## src/rtl/fadd_axis_resp.sv

```systemverilog
// Single-precision adder with independent AXI-Stream operand slots and a registered result channel.
// Flush-to-zero on subnormals, round-to-nearest-even, one cycle per ALIGN/ADD/NORM/ROUND stage.
module fadd_axis_resp (
    input  logic        clk,
    input  logic        rstn,
    input  logic [31:0] s_axis_a_tdata,
    input  logic        s_axis_a_tvalid,
    output logic        s_axis_a_tready,
    input  logic [31:0] s_axis_b_tdata,
    input  logic        s_axis_b_tvalid,
    output logic        s_axis_b_tready,
    output logic [31:0] m_axis_result_tdata,
    output logic        m_axis_result_tvalid,
    input  logic        m_axis_result_tready
);

    typedef enum logic [2:0] {IDLE, ALIGN, ADD, NORM, ROUND, OUT} state_t;

    state_t      r_state, w_nextState;
    logic        r_aFull, r_bFull, r_aReady, r_bReady, r_valid;
    logic [31:0] r_a, r_b, r_result;
    logic        w_aFire, w_bFire, w_resultFire, w_aFullNext, w_bFullNext;

    assign w_aFire      = s_axis_a_tvalid & r_aReady;
    assign w_bFire      = s_axis_b_tvalid & r_bReady;
    assign w_resultFire = r_valid & m_axis_result_tready;

    always_comb begin
        w_nextState = r_state;
        w_aFullNext = r_aFull | w_aFire;
        w_bFullNext = r_bFull | w_bFire;
        case (r_state)
            IDLE:    if (w_aFullNext && w_bFullNext) w_nextState = ALIGN;
            ALIGN:   w_nextState = ADD;
            ADD:     w_nextState = NORM;
            NORM:    w_nextState = ROUND;
            ROUND:   w_nextState = OUT;
            OUT: begin
                if (w_resultFire) begin
                    w_nextState = IDLE;
                    w_aFullNext = 1'b0;
                    w_bFullNext = 1'b0;
                end
            end
            default: w_nextState = IDLE;
        endcase
    end

    logic [31:0] w_result;

    always_ff @(posedge clk or negedge rstn) begin
        if (!rstn) begin
            r_state  <= IDLE;
            r_aFull  <= 1'b0;
            r_bFull  <= 1'b0;
            r_aReady <= 1'b0;
            r_bReady <= 1'b0;
            r_valid  <= 1'b0;
            r_result <= 32'd0;
        end else begin
            r_state  <= w_nextState;
            r_aFull  <= w_aFullNext;
            r_bFull  <= w_bFullNext;
            r_aReady <= (w_nextState == IDLE) && !w_aFullNext;
            r_bReady <= (w_nextState == IDLE) && !w_bFullNext;
            r_valid  <= (w_nextState == OUT);
            if (r_state == ROUND) r_result <= w_result;
        end
    end

    assign s_axis_a_tready      = r_aReady;
    assign s_axis_b_tready      = r_bReady;
    assign m_axis_result_tvalid = r_valid;
    assign m_axis_result_tdata  = r_result;

    // Unpack, order by magnitude and align; subnormals collapse to zero magnitude here.
    logic [7:0]  w_aExp, w_bExp, w_expDiff;
    logic        w_aNan, w_bNan, w_aInf, w_bInf, w_swap;
    logic [30:0] w_aMag, w_bMag, w_bigMag, w_smallMag;
    logic [23:0] w_bigSig, w_smallSig;
    logic [4:0]  w_shiftAmt;
    logic [51:0] w_wide;
    logic [26:0] w_sigY;
    logic        w_special;
    logic [31:0] w_specialVal;

    assign w_aExp     = r_a[30:23];
    assign w_bExp     = r_b[30:23];
    assign w_aNan     = (w_aExp == 8'hFF) && (r_a[22:0] != 23'd0);
    assign w_bNan     = (w_bExp == 8'hFF) && (r_b[22:0] != 23'd0);
    assign w_aInf     = (w_aExp == 8'hFF) && (r_a[22:0] == 23'd0);
    assign w_bInf     = (w_bExp == 8'hFF) && (r_b[22:0] == 23'd0);
    assign w_aMag     = (w_aExp == 8'd0) ? 31'd0 : r_a[30:0];
    assign w_bMag     = (w_bExp == 8'd0) ? 31'd0 : r_b[30:0];
    assign w_swap     = w_bMag > w_aMag;
    assign w_bigMag   = w_swap ? w_bMag : w_aMag;
    assign w_smallMag = w_swap ? w_aMag : w_bMag;
    assign w_bigSig   = (w_bigMag[30:23] != 8'd0) ? {1'b1, w_bigMag[22:0]} : 24'd0;
    assign w_smallSig = (w_smallMag[30:23] != 8'd0) ? {1'b1, w_smallMag[22:0]} : 24'd0;
    assign w_expDiff  = w_bigMag[30:23] - w_smallMag[30:23];
    assign w_shiftAmt = (w_expDiff > 8'd26) ? 5'd26 : w_expDiff[4:0];
    assign w_wide     = {w_smallSig, 28'd0} >> w_shiftAmt;
    assign w_sigY     = {w_wide[51:26], |w_wide[25:0]};

    always_comb begin
        w_special    = 1'b0;
        w_specialVal = 32'h7FC00000;
        if (w_aNan || w_bNan || (w_aInf && w_bInf && (r_a[31] != r_b[31]))) begin
            w_special = 1'b1;
        end else if (w_aInf) begin
            w_special    = 1'b1;
            w_specialVal = r_a;
        end else if (w_bInf) begin
            w_special    = 1'b1;
            w_specialVal = r_b;
        end
    end

    logic [26:0]        r_sigX, r_sigY, r_norm, w_norm;
    logic [7:0]         r_expBig;
    logic               r_signBig, r_sub, r_zeroSign, r_special, r_isZero;
    logic [31:0]        r_specialVal;
    logic [27:0]        r_sum, w_sum;
    logic signed [9:0]  r_normExp, w_normExp, w_finalExp;
    logic [4:0]         w_lead, w_lshift;

    assign w_sum = r_sub ? ({1'b0, r_sigX} - {1'b0, r_sigY}) : ({1'b0, r_sigX} + {1'b0, r_sigY});

    always_comb begin
        w_lead = 5'd0;
        for (int i = 0; i < 27; i++) begin
            if (r_sum[i]) w_lead = 5'(i);
        end
        w_lshift = 5'd26 - w_lead;
        if (r_sum[27]) begin
            w_norm    = {r_sum[27:2], r_sum[1] | r_sum[0]};
            w_normExp = $signed({2'b00, r_expBig}) + 10'sd1;
        end else begin
            w_norm    = r_sum[26:0] << w_lshift;
            w_normExp = $signed({2'b00, r_expBig}) - $signed({5'd0, w_lshift});
        end
    end

    // Stage registers free-run; each stage's inputs are stable by the time its state is active.
    always_ff @(posedge clk) begin
        if (w_aFire) r_a <= s_axis_a_tdata;
        if (w_bFire) r_b <= s_axis_b_tdata;
        r_sigX       <= {w_bigSig, 3'b000};
        r_sigY       <= w_sigY;
        r_expBig     <= w_bigMag[30:23];
        r_signBig    <= w_swap ? r_b[31] : r_a[31];
        r_sub        <= r_a[31] ^ r_b[31];
        r_zeroSign   <= r_a[31] & r_b[31];
        r_special    <= w_special;
        r_specialVal <= w_specialVal;
        r_sum        <= w_sum;
        r_norm       <= w_norm;
        r_normExp    <= w_normExp;
        r_isZero     <= (r_sum == 28'd0);
    end

    logic        w_inc;
    logic [24:0] w_mantR;
    logic [22:0] w_finalFrac;

    assign w_inc       = r_norm[2] & (r_norm[1] | r_norm[0] | r_norm[3]);
    assign w_mantR     = {1'b0, r_norm[26:3]} + {24'd0, w_inc};
    assign w_finalExp  = w_mantR[24] ? (r_normExp + 10'sd1) : r_normExp;
    assign w_finalFrac = w_mantR[24] ? w_mantR[23:1] : w_mantR[22:0];

    always_comb begin
        w_result = {r_signBig, w_finalExp[7:0], w_finalFrac};
        if (r_special)                     w_result = r_specialVal;
        else if (r_isZero)                 w_result = {r_zeroSign, 31'd0};
        else if (w_finalExp <= 10'sd0)     w_result = {r_signBig, 31'd0};
        else if (w_finalExp >= 10'sd255)   w_result = {r_signBig, 8'hFF, 23'd0};
    end

endmodule
```

## config.mk

```make
export PLATFORM = sky130hd
export DESIGN_NAME = fadd_axis_resp
export DESIGN_NICKNAME = d
export VERILOG_FILES = /design/src/rtl/fadd_axis_resp.sv
export SDC_FILE = /design/constraint.sdc
export NUM_CORES = 1
export LEC_CHECK = 0
export CORE_MARGIN = 4
export CORE_UTILIZATION = 25
export CTS_CLUSTER_DIAMETER = 30
export CTS_CLUSTER_SIZE = 40
export DETAILED_ROUTE_END_ITERATION = 10
export PLACE_DENSITY = 0.48
export SYNTH_ARGS = -nofsm -noshare
export SYNTH_HDL_FRONTEND = slang
export SYNTH_SLANG_ARGS = --single-unit
```

## constraint.sdc

```tcl
create_clock -name clk -period 19.6 [get_ports clk]
set_input_delay 1.96 -clock clk [delete_from_list [all_inputs] [get_ports clk]]
set_output_delay 1.96 -clock clk [all_outputs]
set_load 0.05 [all_outputs]
```

==> reports/metrics.csv <==
metric,value,unit
CTS Root Cell,clkbuf_16,
met1 Resource Use GR,18.6,%
layout cells sized above 1,8.73,%
CP endpoint kind,flop,
Avg WL per Cell,17.9,um
vias in the first global route,14100,
Critical Path RT,20.06,ns
Placement Setup Slack,11.15,ns
"Cell Chain, Critical Path","nor4_2, nand2_1, and2_1, ha_1, nand4_1, nor4_1, and2_1, nand4_1, nor4_1, a311oi_1, a22oi_1, ha_1, inv_2, nor2_1, o211ai_2, and4_4, nand2_1, nand2_1, o22ai_1, nor3_1, a211oi_1, nand4_1, o31a_1",
grt total ovfl,0,
status,"finished, final reports clean",
initial antenna violation count,0,
Area contributors post-synth,"dfxtp_1 20%, edfxtp_1 12%, ha_1 6.5%",
most frequent cell after synthesis,nand2_1,
initial drt markers,1172,
mapped cell area,16100,sq um
starting density of the core,25.4,%
busiest grt layer,met2,
final worst-path cycle share,44.1,%
drt first pass iters,5,
"Clk pin slew, worst setup/hold paths",0.05,ns
setup skew after layout,0.0498,ns
latest clock arrival within the worst-skew pair,0.62,ns
# setup viols final,0,
"Seq/Total Area, Yosys",38.2,%
fin crit period,8.64,ns
CP max FO,39,
startpoint types,flop,
Critical Path Slowest Stage Cell,nand2_1,
cell taking the most area after synthesis,dfxtp_1,
DRC Markers,0,
core box area,63300,sq um
Async SR Flop Fraction,15.1,%
share of the synthesized area in the top cell type,20.1,%
P per Cell Area,168,nW/um^2
total CTS buffers,60,
via count,14100,
"EDFF count, synth",64,
Yosys reg bits,265,
Slew HR,29.2,%
MaxCap Viol Count,0,
YS warnings,0,
Critical path buffers and inverters,1,
Slew Limit Fails,0,
CTS resizes,0,
met2 usage,25.9,%
Finished Cell Area,20200,sq um
synthesized instance count,1866,
most common flop cell mapped by yosys,dfxtp_1,
Post-Syn Area per Cell,8.61,sq um
Crit Path Class,reg -> reg,
die height,262,um
Final WS setup,10.96,ns
maximum clock path buffer count,3,
Crit path largest cell delay,0.83,ns
Least-Margin Pin Slew,1.06,ns
clk sinks,265,
Leakage,7.95,nW
synth cell count leaders,"198 x nand2_1, 168 x nor2_1, 164 x a21oi_1",
Min-Delay Path Class,reg -> reg,
final net count,2132,
GPL Wtd Cong,0.908,
H-tree depth,2,
placed cell areas,18000,sq um
Final Hold Vio Count,0,
"Setup Fix Bufs, Post-CTS",0,
DP HPWL,40.0,mm
Die ar.,68400,sq um
CTS tree,yes,
total power,3.38,mW
GRT Total Usage,14.9,%
post-synth cell types,91,
Routed Antenna Nets,0,
arrival time at the worst endpoint,9.10,ns
top achievable clock speed,116,MHz
RSZ-0062 raised after global routing,no,
setup TNS,0,ns
family with the most delay on the worst path,simple AND/OR/NAND/NOR gates,
Post-Route WL,51.3,mm
pin count of the biggest net entering global routing,65,
Synth-to-Final Area Change,25.7,%
chip width,262,um
Rows,92,
M3 GR Usage,2.30,%
Diodes inserted,0,
via/cell ratio,4.91,
hold_buf cts,0,
io pins,104,
first-pass GRT wire length,80.3,mm
"IR drop worst, VDD",65.8,uV
port bufs,103,
[stage by stage]
stage | util (%) | hold WS [ns] | instances
after global placement | 28.5 | 0.467 | 2761
after CTS | 31.9 | 0.467 | 2874
after floorplan | - | 0.365 | 1894
after global routing | 31.9 | 0.493 | 2874
after detailed placement | 28.5 | 0.484 | 2761
final | 31.9 | 0.486 | 2874
[state kept, by name, indices dropped and copies added (netlist names), 3 cells and up]
name / flops
m_axis_result_tdata: 32
r_a: 32
r_b: 32
r_specialVal: 32
r_sum: 28
r_norm: 27
r_sigY: 27
r_sigX: 24
r_normExp: 10
r_expBig: 8
r_state: 3
[where the power goes]
group | switching (mW) | total [mW] | internal [mW]
Clock | 0.327 | 1.04 | 0.717
Sequential | 0.151 | 0.875 | 0.723
Combinational | 0.899 | 1.47 | 0.567
[area by class of cell]
type	instances	area, sq um
clock buffer	73	1650
timing repair buffer	118	1140
clock inverter	40	519
fill	6662	43100
tap	846	1060
multi-input combinational	1438	9320
sequential	265	6150
inverter	94	353
[cell families after synthesis]
logic type               Yosys count  synth area share [%]
adder cells (fa/ha/maj)           91                  7.11
buffers and inverters            191                  4.63
multiplexers                      97                  7.14
flip-flops                       265                  38.2
other                              2                0.0467
AO/OA/AOI/OAI                    528                  20.5
AND/OR/NAND/NOR                  619                  18.3
XOR/XNOR                          73                  4.10
[cell usage in the layout (no fill, tap or decap), types with 29 or more instances in the layout]
cell type,netlist,final
edfxtp_1,64,64
dfxtp_1,161,161
inv_1,92,92
nand3_1,44,44
a21oi_1,164,164
nor3_1,44,44
conb_1,2,30
xnor2_1,38,37
nand2_1,198,198
clkdlybuf4s50_1,0,102
clkbuf_16,0,61
and2_1,31,29
mux2i_1,73,73
o21ai_0,135,135
dfrtp_1,40,40
ha_1,84,84
nor2_1,168,167
xor2_1,34,33
[layer usage]
layer / wire [um] / up-vias
met4: 1640 / 0
li1: - / 6970
met2: 24900 / 380
met3: 2360 / 85
met5: 0 / -
met1: 22400 / 6667
[worst paths after layout]
kind | slack (ns) | start | cells past startpoint | to
worst max-delay path | 10.96 | r_b[25] | 23 | r_sigY[0]
worst min-delay path | 0.49 | r_sigY[0] | 0 | r_sum[0]
worst max register to register | 10.96 | r_b[25] | 23 | r_sigY[0]
worst min register to register | 0.49 | r_sigY[0] | 0 | r_sum[0]
max in group asynchronous | 17.55 | rstn | 1 | m_axis_result_tdata[27]
min in group asynchronous | 1.48 | rstn | 1 | m_axis_result_tdata[9]
(Power assumes the default switching activity.)
